$ cat config.mk
export PLATFORM = sky130hd
export DESIGN_NAME = bus32_arbiter_flat
export DESIGN_NICKNAME = d
export VERILOG_FILES = /design/src/rtl/bus32_arbiter_if.sv /design/src/rtl/bus32_arbiter.sv /design/src/flat_wrapper.sv
export SDC_FILE = /design/constraint.sdc
export NUM_CORES = 1
export LEC_CHECK = 0
export CAP_MARGIN = 10
export CORE_AREA = 8 8 75 77
export CTS_CLUSTER_SIZE = 24
export DETAILED_ROUTE_END_ITERATION = 12
export DIE_AREA = 0 0 83 85
export PLACE_DENSITY_LB_ADDON = 0.2
export SLEW_MARGIN = 20
export SYNTH_ARGS = -nofsm -noshare
export SYNTH_HDL_FRONTEND = slang
export SYNTH_SLANG_ARGS = --single-unit
$ cat constraint.sdc
create_clock -name clk -period 4.7 [get_ports clk]
set_input_delay 0.47 -clock clk [delete_from_list [all_inputs] [get_ports clk]]
set_output_delay 0.47 -clock clk [all_outputs]
set_load 0.02 [all_outputs]
$ cat src/rtl/bus32_arbiter_if.sv
// rtl/bus32_arbiter_if.sv - request/grant/output-enable bundle between the arbiter and the bus sources
interface bus32_arbiter_if #(
  parameter int N = 8
);
  localparam int OW = (N > 1) ? $clog2(N) : 1;

  logic [N-1:0]  req;
  logic [N-1:0]  gnt;
  logic [N-1:0]  g;
  logic [OW-1:0] owner;
  logic          busy;
  logic          timeout;

  modport master (
    input  req,
    output gnt,
    output g,
    output owner,
    output busy,
    output timeout
  );

  modport slave (
    output req,
    input  gnt,
    input  g,
    input  owner,
    input  busy,
    input  timeout
  );
endinterface

$ cat src/rtl/bus32_arbiter.sv
// rtl/bus32_arbiter.sv - round-robin owner sequencer for the shared 32-bit tri-state source bus
module bus32_arbiter #(
  parameter int N           = 8,
  parameter int TURN_CYCLES = 1,
  parameter int HOLD_MAX    = 16
) (
  input logic             clk,
  input logic             rst_n,
  bus32_arbiter_if.master bus
);
  localparam int OW = (N > 1) ? $clog2(N) : 1;
  localparam int HW = (HOLD_MAX > 1) ? $clog2(HOLD_MAX) : 1;
  localparam int TW = (TURN_CYCLES > 1) ? $clog2(TURN_CYCLES) : 1;
  localparam logic [HW-1:0] HOLD_SAT = (HOLD_MAX > 0) ? HW'(HOLD_MAX - 1) : '1;
  localparam logic [TW-1:0] TURN_LIM = TW'(TURN_CYCLES - 1);

  typedef enum logic [1:0] {IDLE, GRANT, TURN} state_t;

  state_t        state;
  logic [OW-1:0] ptr;
  logic [HW-1:0] hold_cnt;
  logic [TW-1:0] turn_cnt;
  logic [N-1:0]  gnt_r;
  logic [N-1:0]  g_r;
  logic [OW-1:0] owner_r;
  logic          busy_r;
  logic          timeout_r;

  logic          win_found;
  logic [OW-1:0] win_idx;
  logic [N-1:0]  win_onehot;
  logic          owner_req;
  logic          others_req;
  logic          force_rel;

  // Scan starts just past the last owner so it is the lowest-priority candidate.
  always_comb begin
    logic [OW-1:0] idx;
    win_found = 1'b0;
    win_idx   = '0;
    idx       = '0;
    for (int k = 1; k <= N; k++) begin
      idx = OW'((int'(ptr) + k) % N);
      if (!win_found && bus.req[idx]) begin
        win_found = 1'b1;
        win_idx   = idx;
      end
    end
  end

  assign win_onehot = N'(1) << win_idx;
  assign owner_req  = |(bus.req & gnt_r);
  assign others_req = |(bus.req & ~gnt_r);
  assign force_rel  = (HOLD_MAX > 0) && (hold_cnt == HOLD_SAT) && others_req;

  always_ff @(posedge clk or negedge rst_n) begin
    if (!rst_n) begin
      state     <= IDLE;
      ptr       <= OW'(N - 1);
      hold_cnt  <= '0;
      turn_cnt  <= '0;
      gnt_r     <= '0;
      g_r       <= '1;
      owner_r   <= '0;
      busy_r    <= 1'b0;
      timeout_r <= 1'b0;
    end else begin
      timeout_r <= 1'b0;
      case (state)
        IDLE: begin
          if (win_found) begin
            state    <= GRANT;
            gnt_r    <= win_onehot;
            g_r      <= ~win_onehot;
            owner_r  <= win_idx;
            ptr      <= win_idx;
            hold_cnt <= '0;
            busy_r   <= 1'b1;
          end else begin
            busy_r <= 1'b0;
          end
        end
        GRANT: begin
          // A voluntary drop wins over a coincident timeout, so no pulse then.
          if (!owner_req || force_rel) begin
            state     <= TURN;
            gnt_r     <= '0;
            g_r       <= '1;
            turn_cnt  <= '0;
            busy_r    <= 1'b1;
            timeout_r <= owner_req;
          end else if (hold_cnt != HOLD_SAT) begin
            hold_cnt <= hold_cnt + 1'b1;
          end
        end
        TURN: begin
          if (turn_cnt == TURN_LIM) begin
            if (win_found) begin
              state    <= GRANT;
              gnt_r    <= win_onehot;
              g_r      <= ~win_onehot;
              owner_r  <= win_idx;
              ptr      <= win_idx;
              hold_cnt <= '0;
              busy_r   <= 1'b1;
            end else begin
              state  <= IDLE;
              busy_r <= 1'b0;
            end
          end else begin
            turn_cnt <= turn_cnt + 1'b1;
          end
        end
        default: begin
          state  <= IDLE;
          gnt_r  <= '0;
          g_r    <= '1;
          busy_r <= 1'b0;
        end
      endcase
    end
  end

  assign bus.gnt     = gnt_r;
  assign bus.g       = g_r;
  assign bus.owner   = owner_r;
  assign bus.busy    = busy_r;
  assign bus.timeout = timeout_r;
endmodule

$ cat src/flat_wrapper.sv
// flat-port wrapper written by rule: the top's interface ports become plain ports
module bus32_arbiter_flat 
#(
  parameter int N           = 8,
  parameter int TURN_CYCLES = 1,
  parameter int HOLD_MAX    = 16
)
  (clk, rst_n, bus_req, bus_gnt, bus_g, bus_owner, bus_busy, bus_timeout);
  bus32_arbiter_if #(.N(N)) bus_i ();
  input logic clk;
  input logic rst_n;
  input wire logic [$bits(bus_i.req)-1:0] bus_req;
  output wire logic [$bits(bus_i.gnt)-1:0] bus_gnt;
  output wire logic [$bits(bus_i.g)-1:0] bus_g;
  output wire logic [$bits(bus_i.owner)-1:0] bus_owner;
  output wire logic [$bits(bus_i.busy)-1:0] bus_busy;
  output wire logic [$bits(bus_i.timeout)-1:0] bus_timeout;
  assign bus_i.req = bus_req;
  assign bus_gnt = bus_i.gnt;
  assign bus_g = bus_i.g;
  assign bus_owner = bus_i.owner;
  assign bus_busy = bus_i.busy;
  assign bus_timeout = bus_i.timeout;
  bus32_arbiter #(.N(N), .TURN_CYCLES(TURN_CYCLES), .HOLD_MAX(HOLD_MAX)) u_core (.clk(clk), .rst_n(rst_n), .bus(bus_i));
endmodule
==> impl_metrics.json <==
{
  "ys_types": 57,
  "synth_ff_type": "dfrtp_1",
  "worst-r2r-cell-count": 8,
  "root_buffer": "clkbuf_8",
  "seq_area_frac_synth_pct": 31.61,
  "io-pin-count": 31,
  "fin_tns_setup_ns": 0,
  "worstSetupPathType": "reg2reg",
  "reg2reg_to": "u_core.bus.gnt[5]",
  "cts_tree": "yes",
  "end_kind": "flop",
  "syn_nets": 245,
  "wl_um": 6447,
  "via_count": 2099,
  "numPortBuffers": 30,
  "fin_area_mm2": 0.002870,
  "yosysTopAreaCellShare_pct": 19.66,
  "crit_slowest_cell": "ha_1",
  "dieHeight_um": 85,
  "synth_seq_cells": 30,
  "layout_commonest_cell": "clkdlybuf4s50_1",
  "peakVddDrop_mv": 0.4190,
  "cp-startpoint": "u_core.ptr[0]",
  "setup-violations-final": 0,
  "cp-endpoint": "u_core.bus.gnt[5]",
  "clock_path_buffers": 2,
  "dr.pass1.iters": 4,
  "diodes": 0,
  "yosys_warnings": 0,
  "synth_area_mm2": 0.002419,
  "core-area_mm2": 0.004536,
  "period_minus_slack_ns": 3.852,
  "final-hold-violation-count": 0,
  "run_status": "completed",
  "period_share_pct": 81.96,
  "drt_iter0_drc": 187,
  "cpPeakStageDelay_ns": 0.74,
  "post-cts-setup-buffers": 0,
  "yosysTopAreaCell": "dfrtp_1",
  "grt_max_degree": 31,
  "viasPerCell": 6.815,
  "syn_to_final_growth_pct": 18.68,
  "gp_congestion": 0.9267,
  "syn_inst": 232,
  "power_leakage_nw": 1.121,
  "cts_num_sinks": 30,
  "syn-mean-instance-area_um2": 10.42,
  "drc": 0,
  "slew_violations": 0,
  "cts_hold_buf": 0,
  "hold_start": "u_core.bus.owner[0]",
  "grt_first_pass_wirelength_um": 10740,
  "critPathBufInv": 1,
  "worst_pin_slew_ns": 0.8680,
  "arrival_ns": 4.02,
  "async_flop_share_pct": 100.0,
  "relSlewSlack_pct": 42.13,
  "grtUsageTotal_pct": 18.30,
  "clock_latency_ns": 0.28,
  "cts_buffers": 5,
  "critical-path-top-delay-family": "compound AO/OA/AOI/OAI gates",
  "clock.fmax_ghz": 0.2596,
  "layout-drive-gt1-share_pct": 20.47,
  "final_antenna_net_count": 0,
  "grt-ovfl-total": 0,
  "clk_pin_slew_ns": 0.07,
  "layout_common_cells": "clkdlybuf4s50_1, nand2_1, dfrtp_1",
  "synth-edff-count": 0,
  "first_global_vias": 2081,
  "max_cap_viol_count": 0,
  "required_ns": 4.87,
  "antenna_found_initial": 0,
  "cp-start-kind": "flop",
  "powerDensity_mw_per_mm2": 847.8,
  "hold_ws_ns": 0.4954,
  "hold-path-cell-count": 2,
  "rsz0062_at_grt": "no",
  "fp-row-count": 25,
  "worst-path-stages": 8,
  "wire_per_inst_um": 20.93,
  "skew_ns": 0.009777,
  "power.total_w": 0.002434,
  "fp.dieW_um": 83,
  "postPlaceCellArea_mm2": 0.002728,
  "post_cts_resized": 0,
  "path_max_fanout": 16,
  "hold_class": "reg2reg",
  "dpl.hpwl_um": 4519,
  "finalNetCount": 266,
  "r2r_start": "u_core.ptr[0]",
  "r2r_slack_ns": 0.85,
  "ys_top_cells_by_area": "dfrtp_1, mux4_2, dfstp_2, mux2i_1, nand2_1",
  "dieArea_mm2": 0.007055,
  "crit_chain": "inv_2 > ha_1 > mux4_2 > or4_4 > nor4b_2 > a211oi_1 > a311o_1 > o41ai_1",
  "start_util_pct": 53.32,
  "htree_levels": 2
}
==> Yosys cell counts (3+ instances only) <==
cell type and n:
a211oi_1 3, nor2_1 11, mux2_2 3, mux2i_1 18, xor2_1 5, inv_1 9
ha_1 3, mux4_2 18, o21ai_0 6, a22o_1 4, o41ai_1 4, a41oi_1 4
nand4_1 3, nor3_1 3, buf_2 5, nor2b_1 6, nand2_1 24, o32a_1 4
dfstp_2 11, a21oi_1 5, clkbuf_1 13, dfrtp_1 19, nand3_1 4, o31ai_1 3
==> routing by layer <==
layer | global-route usage [%] | routed length (um) | vias to the layer above
met5 | 0 | 0 | -
met4 | 9.265 | 206 | 0
met3 | 3.736 | 496 | 15
met2 | 28.64 | 3052 | 98
met1 | 23.33 | 2693 | 1038
li1 | - | - | 948
==> final cells by class <==
cell class / count / area, um2
clock buffers: 6 / 82.58
clock inverters: 2 / 60.06
fillers: 353 / 1665
inverters: 10 / 37.54
multi-input cells: 172 / 1528
flip-flops and latches: 30 / 764.5
well taps: 54 / 67.56
repair buffers: 34 / 330.3
==> metrics by stage <==
step           util [%]  std cells  worst slack (ns)
2_1_floorplan         -        232             1.023
3_3_place_gp      60.14        300            0.9011
3_5_place_dp      60.14        300            0.8615
4_1_cts           63.28        308            0.8436
5_1_grt           63.28        308            0.6069
6_report          63.28        308            0.8477
==> state kept, by name, summed over array words and instances, names as in the netlist <==
register / cells
u_core.bus.gnt: 8
u_core.ptr: 3
u_core.bus.g: 8
u_core.bus.timeout: 1
u_core.hold_cnt: 4
u_core.state: 2
u_core.bus.owner: 3
u_core.bus.busy: 1
==> worst min-delay path, stage by stage (launching register included) <==
cell and delay (ns):
dfrtp_1 0.34, nand2_1 0.05, o21ai_0 0.07
==> power breakdown <==
| part | internal, W | switching, W | leakage (nW) |
|---|---|---|---|
| Combinational | 0.000702 | 0.000976 | 0.685 |
| Clock | 0.000226 | 0.0000987 | 0.0714 |
| Sequential | 0.000352 | 0.0000786 | 0.364 |
==> cells by family (layout without fill, tap and decap cells) <==
| kind of cell | count (synthesis) | count (layout) | synth area share (%) |
|---|---|---|---|
| buf+inv | 30 | 52 | 5.225 |
| compound gates | 58 | 58 | 19.50 |
| mux | 39 | 39 | 25.61 |
| fa+ha+maj | 3 | 3 | 1.552 |
| flops | 30 | 30 | 31.61 |
| simple gates | 65 | 65 | 13.97 |
| xor+xnor | 7 | 7 | 2.535 |
==> worst min path at each step <==
stage / endpoint
after global placement: u_core.bus.busy
after CTS: u_core.bus.busy
after detailed placement: u_core.bus.owner[2]
after floorplan: u_core.bus.busy
final: u_core.bus.owner[0]
after global routing: u_core.bus.owner[2]
(Power assumes the default switching activity.)
